## config.mk

```make
export PLATFORM = sky130hd
export DESIGN_NAME = fifo_skid_sender
export DESIGN_NICKNAME = d
export VERILOG_FILES = /design/src/rtl/fifo_pkg.sv /design/src/rtl/fifo_skid_sender.sv
export SDC_FILE = /design/constraint.sdc
export NUM_CORES = 1
export LEC_CHECK = 0
export CAP_MARGIN = 20
export CORE_ASPECT_RATIO = 0.7
export CORE_MARGIN = 4
export CORE_UTILIZATION = 43
export CTS_CLUSTER_SIZE = 20
export DETAILED_ROUTE_END_ITERATION = 8
export HOLD_SLACK_MARGIN = 0.12
export MAX_ROUTING_LAYER = met4
export PLACE_DENSITY_LB_ADDON = 0.1
export REMOVE_ABC_BUFFERS = 1
export SYNTH_ARGS = -nofsm -noshare
export SYNTH_HDL_FRONTEND = slang
export SYNTH_SLANG_ARGS = --single-unit
```

## constraint.sdc

```tcl
create_clock -name clk -period 2.15 [get_ports clk]
set_input_delay 0.3225 -clock clk [delete_from_list [all_inputs] [get_ports clk]]
set_output_delay 0.3225 -clock clk [all_outputs]
set_load 0.005 [all_outputs]
```

## src/rtl/fifo_pkg.sv

```systemverilog
// Shared definitions for the registered valid/ready transmit stage.
package fifo_pkg;

    typedef enum logic [1:0] {
        EMPTY = 2'd0,
        BUSY  = 2'd1,
        FULL  = 2'd2
    } state_t;

    localparam int unsigned SKID_DEPTH = 2;

endpackage

```

## src/rtl/fifo_skid_sender.sv

```systemverilog
// Producer-side transmit stage: a 2-entry skid buffer whose downstream-facing
// outputs all come from flops, sustaining one word per cycle across the link.
module fifo_skid_sender
    import fifo_pkg::*;
#(
    parameter int unsigned DATA_WIDTH = 64
) (
    input  logic                  clk,
    input  logic                  reset,
    input  logic                  i__data_in_valid,
    input  logic [DATA_WIDTH-1:0] i__data_in,
    output logic                  o__data_in_ready,
    output logic                  o__data_out_valid,
    output logic [DATA_WIDTH-1:0] o__data_out,
    input  logic                  i__data_out_ready,
    input  logic                  i__clear_all,
    output logic [1:0]            o__count
);

    state_t                state;
    state_t                next_state;
    logic [DATA_WIDTH-1:0] main_q;
    logic [DATA_WIDTH-1:0] skid_q;
    logic                  out_valid_q;
    logic                  in_fire;
    logic                  out_fire;
    logic                  load_main_in;
    logic                  load_main_skid;
    logic                  load_skid;

    assign o__data_in_ready  = (state != FULL) & reset;
    assign in_fire           = i__data_in_valid & o__data_in_ready;
    assign out_fire          = out_valid_q & i__data_out_ready;
    assign o__data_out_valid = out_valid_q;
    assign o__data_out       = main_q;
    assign o__count          = state;

    always_comb begin
        next_state     = state;
        load_main_in   = 1'b0;
        load_main_skid = 1'b0;
        load_skid      = 1'b0;
        case (state)
            EMPTY: begin
                if (in_fire) begin
                    next_state   = BUSY;
                    load_main_in = 1'b1;
                end
            end
            BUSY: begin
                if (in_fire && out_fire) begin
                    load_main_in = 1'b1;
                end else if (in_fire) begin
                    next_state = FULL;
                    load_skid  = 1'b1;
                end else if (out_fire) begin
                    next_state = EMPTY;
                end
            end
            FULL: begin
                if (out_fire) begin
                    next_state     = BUSY;
                    load_main_skid = 1'b1;
                end
            end
            default: next_state = EMPTY;
        endcase
    end

    // Clear drops only the valid state; the data registers keep their contents.
    always_ff @(posedge clk) begin
        if (!reset) begin
            state       <= EMPTY;
            out_valid_q <= 1'b0;
            main_q      <= '0;
            skid_q      <= '0;
        end else if (i__clear_all) begin
            state       <= EMPTY;
            out_valid_q <= 1'b0;
        end else begin
            state       <= next_state;
            out_valid_q <= (next_state != EMPTY);
            if (load_main_in) begin
                main_q <= i__data_in;
            end else if (load_main_skid) begin
                main_q <= skid_q;
            end
            if (load_skid) begin
                skid_q <= i__data_in;
            end
        end
    end

endmodule

```

Word level (Yosys, flattened, before mapping)
Index checks and enable logic that the tools add are counted.
{"block": "op_classes", "add_sub_neg": 0, "multipliers": 0, "div": 0, "n_lt_le_gt_ge": 0, "n_eq_ne": 3, "shifts": 0, "n_mux": 15, "bitwise": 5, "n_reduce_logical": 7}
{"op": "$mux 64", "count": 2}
{"op": "$mux 2", "count": 5}
{"op": "$mux 1", "count": 6}
{"op": "$pmux 2 s3", "count": 1}
{"op": "$reduce_and 2->1", "count": 2}
{"op": "$reduce_bool 2->1", "count": 2}
{"op": "$and 1x1->1", "count": 3}
{"op": "$eq 2x1->1 const B", "count": 1}
{"op": "$eq 2x2->1 const B", "count": 1}
{"op": "$logic_not 2->1", "count": 1}
{"op": "$ne 2x2->1 const B", "count": 1}
{"op": "$not 1->1", "count": 2}
{"op": "$pmux 1 s2", "count": 1}
{"op": "$reduce_or 2->1", "count": 1}
{"op": "$logic_and 1x1->1", "count": 1}
{"block": "totals", "regBits": 131, "latchBits": 0, "mem_bits_rw": 0, "rom_bits": 0, "out_inout_bits": 68, "mem_count": 0}

Longest topological paths before layout
{"block": "logic_depth", "word_depth": 8, "depth_mapped": 6, "depth_no_buf": 4}

Least setup slack after synthesis
No wires, ideal clock.
{"block": "synth_path", "kind": "register -> register", "startpoint": "reg state[0] (netlist: o__count[0])", "endpoint": "reg skid_q[58]", "setup_time_ps": 116, "t_arrival_ps": 1452, "required_time_ps": 2034, "path_slack_ps": 582, "path_stages_with_launch": 7, "period_less_slack_ps": 1568, "path_cell_list": "dfxtp_1 > a21bo_2 > or3_1 > buf_2 > buf_6 > nand2_1 > a21boi_1"}
{"block": "synth_via", "elab_chain_cells": 7}
{"element": "start: declaration", "line_no": "fifo_skid_sender.sv:20", "rtl": "state_t state;"}
{"element": "start signal: assignment", "line_no": "fifo_skid_sender.sv:81", "rtl": "state <= next_state;"}
{"element": "$ne 2x2->1", "line_no": "fifo_skid_sender.sv:31", "rtl": "assign o__data_in_ready = (state != FULL) & reset;"}
{"element": "$and 1x1->1", "line_no": "fifo_skid_sender.sv:31"}
{"element": "$and 1x1->1", "line_no": "fifo_skid_sender.sv:32", "rtl": "assign in_fire = i__data_in_valid & o__data_in_ready;"}
{"element": "$mux 1 or $logic_and 1x1->1 (tied branches)", "line_no": "fifo_skid_sender.sv:53, fifo_skid_sender.sv:51"}
{"element": "$mux 1", "line_no": "fifo_skid_sender.sv:51", "rtl": "if (in_fire && out_fire) begin"}
{"element": "$mux 1 *", "line_no": "fifo_skid_sender.sv:43", "rtl": "case (state)"}
{"element": "$reduce_and 2->1 (no source line) *"}
{"element": "end signal: assignment", "line_no": "fifo_skid_sender.sv:89", "rtl": "skid_q <= i__data_in;"}
{"element": "end: declaration", "line_no": "fifo_skid_sender.sv:23", "rtl": "logic [DATA_WIDTH-1:0] skid_q;"}
Mark *: on every way between the ends. The rest lies on a longest branch, timed or not.
A chain may end at the register's enable or synchronous reset.

Worst setup path after layout
{"block": "layout_path", "startpoint": "reg state[0] (netlist: o__count[0])", "endpoint": "out o__data_in_ready"}
{"block": "layout_via", "elab_chain_cells": 2}
{"element": "$ne 2x2->1", "line_no": "fifo_skid_sender.sv:31"}
{"element": "$and 1x1->1", "line_no": "fifo_skid_sender.sv:31"}
{"element": "end: declaration", "line_no": "fifo_skid_sender.sv:12", "rtl": "output logic o__data_in_ready,"}
No other way between the ends.

==> results_tabular.tex <==
\begin{tabular}{lr}
\hline
Metric & Value \\
\hline
\multicolumn{2}{l}{\textbf{Drt}} \\
\quad First-pass iteration count of the detailed router & 4 \\
\quad Post-detailed-route via-to-cell ratio & 5.43 \\
\quad Wire per inst & 17.4 µm \\
\quad Number of nets with antenna violations after detailed routing & 0 \\
\quad Via count & 4796 \\
\quad Remaining routing DRC violations & 0 \\
\quad DR iter-0 viols & 313 \\
\quad Final routed wirelength across all metal layers & 15.4 mm \\
\multicolumn{2}{l}{\textbf{Placement}} \\
\quad Placement Setup Slack & 0.0449 ns \\
\quad Post-DP HPWL & 9.49 mm \\
\quad Routability-driven placement congestion ratio & 0.800 \\
\quad Placed standard-cell area & 7070 µm² \\
\quad Number of buffer cells added on primary ports & 136 \\
\multicolumn{2}{l}{\textbf{Logic synthesis}} \\
\quad Register area share after synthesis & 46.7\% \\
\quad Total standard cell area after synthesis & 5620 µm² \\
\quad Biggest area contributors in the synthesized netlist & sky130\_fd\_sc\_hd\_\_dfxtp\_1 (47\%), sky130\_fd\_sc\_hd\_\_mux2i\_1 (11\%), sky130\_fd\_sc\_hd\_\_nand2\_1 (8.7\%) \\
\quad Share of async-settable or async-resettable flops after synthesis & 0\% \\
\quad Portion of synthesized cell area occupied by the leading cell type & 46.7\% \\
\quad Synth Flop Type & sky130\_fd\_sc\_hd\_\_dfxtp\_1 \\
\quad Number of library cell types mapped by synthesis & 29 \\
\quad Synth Warn \# & 0 \\
\quad Number of synthesized flops with an enable pin & 0 \\
\quad Synthesized flop and latch total & 131 \\
\quad Synthesized instance count & 593 \\
\quad Synthesized area divided by synthesized cell count & 9.48 µm² \\
\quad Top cell type by total area after synthesis & sky130\_fd\_sc\_hd\_\_dfxtp\_1 \\
\multicolumn{2}{l}{\textbf{Cells and area}} \\
\quad Diode count & 0 \\
\quad Filler cells & 1034 \\
\quad Post-route cell area & 7650 µm² \\
\quad Sequential cell area in the final layout & 2620 µm² \\
\quad Most common cell after layout, fill and taps aside & sky130\_fd\_sc\_hd\_\_clkdlybuf4s50\_1 \\
\quad Number of nets at the end of the flow & 780 \\
\quad Multi-input gate area in the final layout & 2640 µm² \\
\quad Fraction of final layout cells with drive strength greater than 1 & 7.89\% \\
\quad Commonest non-fill, non-tap cells in the layout & sky130\_fd\_sc\_hd\_\_clkdlybuf4s50\_1 (135), sky130\_fd\_sc\_hd\_\_nand2\_1 (130), sky130\_fd\_sc\_hd\_\_dfxtp\_1 (130) \\
\quad Area Overhead vs Synth & 36.2\% \\
\multicolumn{2}{l}{\textbf{STA}} \\
\quad Highest clock rate & 514 MHz \\
\quad Maximum clock skew at final layout & 0.00517 ns \\
\quad Worst rel slew slack & 51.6\% \\
\quad Total setup violations reported at the end of the flow & 0 \\
\quad Slew at the pin closest to its max-slew limit & 0.726 ns \\
\quad Min cycle time layout & 1.95 ns \\
\quad Hold violation count in the final report & 0 \\
\quad Setup repair after global routing missed its margin & false \\
\quad Crit path setup slack, layout & 0.203 ns \\
\quad Number of pins with negative max-slew slack in the final report & 0 \\
\quad Fraction of the cycle the final worst path needs & 90.6\% \\
\multicolumn{2}{l}{\textbf{Floorplanning}} \\
\quad Die height & 104 µm \\
\quad Top-level port count & 137 \\
\quad Die outline area & 15000 µm² \\
\quad Cell Rows & 34 \\
\quad Die X-Extent & 145 µm \\
\quad Total core area & 12600 µm² \\
\quad Initial Utilization & 44.6\% \\
\multicolumn{2}{l}{\textbf{Clock tree}} \\
\quad Clock-pin slew on the worst setup and hold paths & 0.05 ns \\
\quad Clock tree sinks & 131 \\
\quad Clock Latency Late Sink & 0.40 ns \\
\quad Root cell of the clock tree & sky130\_fd\_sc\_hd\_\_clkbuf\_16 \\
\quad TritonCTS buffer count & 17 \\
\quad Post-CTS setup repair buffer count & 0 \\
\quad Count of H-tree levels built during CTS & 4 \\
\quad Clk buf depth & 2 \\
\quad TritonCTS clock tree & done \\
\multicolumn{2}{l}{\textbf{Worst setup path}} \\
\quad Reg-to-reg setup timing slack & 0.47 ns \\
\quad Cell type of the slowest stage on the worst timing path & sky130\_fd\_sc\_hd\_\_clkdlybuf4s50\_1 \\
\quad Worst endpoint data arrival time & 1.62 ns \\
\quad Cell-by-cell listing of the critical path & nand2b\_1 > and2\_1 > clkdlybuf4s50\_1 \\
\quad Critical path class & reg2out \\
\quad Maximum fanout along the worst path & 8 \\
\quad Startpoint class of the critical path & register \\
\quad Critical Path End Type & output pin \\
\quad Highest cell delay on the worst timing path & 0.50 ns \\
\quad WP data required & 1.83 ns \\
\multicolumn{2}{l}{\textbf{Pwr}} \\
\quad Leakage power figure & 0.00280 µW \\
\quad Share of total power in sequential cells & 41.9\% \\
\quad Clock share of power & 47.3\% \\
\quad Power Dens Cells & 799 nW/µm² \\
\quad Net switching power figure & 1330 µW \\
\quad Worst IR drop on VDD & 520 µV \\
\quad Internal Dissipation & 4790 µW \\
\quad Switching share of total power & 21.7\% \\
\quad Combinational share of power & 10.8\% \\
\multicolumn{2}{l}{\textbf{Global route}} \\
\quad Via count of the first global-routing pass & 4776 \\
\quad Wire length of the first global-routing pass & 24.6 mm \\
\quad Overall Global Routing Usage & 20.8\% \\
\quad Largest net degree at the start of global routing & 79 \\
\quad Total overflow reported by the global router & 0 \\
\quad Number of antenna violations at the first check in global routing & 0 \\
\multicolumn{2}{l}{\textbf{Status}} \\
\quad Status & finished clean \\
\multicolumn{2}{l}{\textbf{Worst hold path}} \\
\quad Worst min-delay path category & reg2reg \\
\multicolumn{2}{l}{\textbf{Flow run}} \\
\quad Count of maximum capacitance violations & 0 \\
\hline
\end{tabular}
logic make-up (layout without fill, tap and decap cells):
| group | count (synthesis) | in the layout | synth area share [%] |
|---|---|---|---|
| mux | 65 | 65 | 11.6 |
| flops | 131 | 131 | 46.7 |
| compound gates | 201 | 201 | 24.6 |
| simple gates | 143 | 143 | 10.6 |
| buf+inv | 53 | 182 | 6.52 |
cells in the mapped netlist, types with 2 or more instances:
master and n:
sky130_fd_sc_hd__buf_6 18, sky130_fd_sc_hd__nor2b_1 2, sky130_fd_sc_hd__a21boi_0 4, sky130_fd_sc_hd__buf_2 25, sky130_fd_sc_hd__a21oi_2 5, sky130_fd_sc_hd__nand2b_1 2
sky130_fd_sc_hd__mux2i_1 64, sky130_fd_sc_hd__clkbuf_1 9, sky130_fd_sc_hd__nand2_1 130, sky130_fd_sc_hd__a21boi_1 61, sky130_fd_sc_hd__nor2_1 2, sky130_fd_sc_hd__o31ai_1 64
sky130_fd_sc_hd__dfxtp_1 131, sky130_fd_sc_hd__a21oi_1 61
metal layers:
metal / part of all wire [%] / global-route usage, % / routed length, µm
met1: 50 / 29.0 / 7680
met5: 0 / - / 0
met2: 45 / 30.9 / 7000
met4: 0.51 / 5.19 / 78
met3: 4.2 / 4.56 / 647
registers in the layout (all words and copies together) (netlist names):
register,flops
o__count,2
o__data_out,64
o__data_out_valid,1
skid_q,64
power groups by stage:
stage / sequential [µW] / clock (µW) / combinational, µW
6_report: 2560 / 2900 / 661
5_1_grt: 2570 / 3050 / 707
3_5_place_dp: 2610 / 0 / 658
3_3_place_gp: 2610 / 0 / 652
4_1_cts: 2560 / 2940 / 664
2_1_floorplan: 2610 / 0 / 242
critical path: cells and delay by family (launching register included):
family                 cells  cell delay [ns]
AND/OR/NAND/NOR            2             0.31
flip-flops                 1             0.41
buffers and inverters      1             0.50
worst paths after layout:
| check | start | end | cells after the start |
|---|---|---|---|
| min | skid_q[56] | skid_q[56] | 2 |
| min reg2reg | skid_q[56] | skid_q[56] | 2 |
| max | o__count[0] | o__data_in_ready | 3 |
| max reg2reg | o__count[0] | skid_q[35] | 5 |
through the flow:
step           utilization [%]  setup TNS (ns)  power (µW)  cells  hold slack (ns)
3_3_place_gp              56.1               0        3260    854            0.439
4_1_cts                   60.8               0        6160    884            0.452
6_report                  60.8               0        6120    884            0.449
3_5_place_dp              56.1               0        3270    854            0.444
2_1_floorplan                -          -48.48        2850    540            0.431
5_1_grt                   60.8               0        6320    884            0.475
cell type report:
cell class / count / area share, %
Multi-Input combinational cell: 409 / 34.5
Sequential cell: 131 / 34.3
Timing Repair Buffer: 152 / 21.0
Clock buffer: 25 / 6.34
Tap cell: 162 / 2.65
Clock inverter: 5 / 1.31
what timing repair did:
item                       in CTS  in global routing
setup endpoints to repair       0                  1
resized for setup               0                  1
hold buffers                    0                  0
No activity file was read; power rests on OpenSTA's default activity.
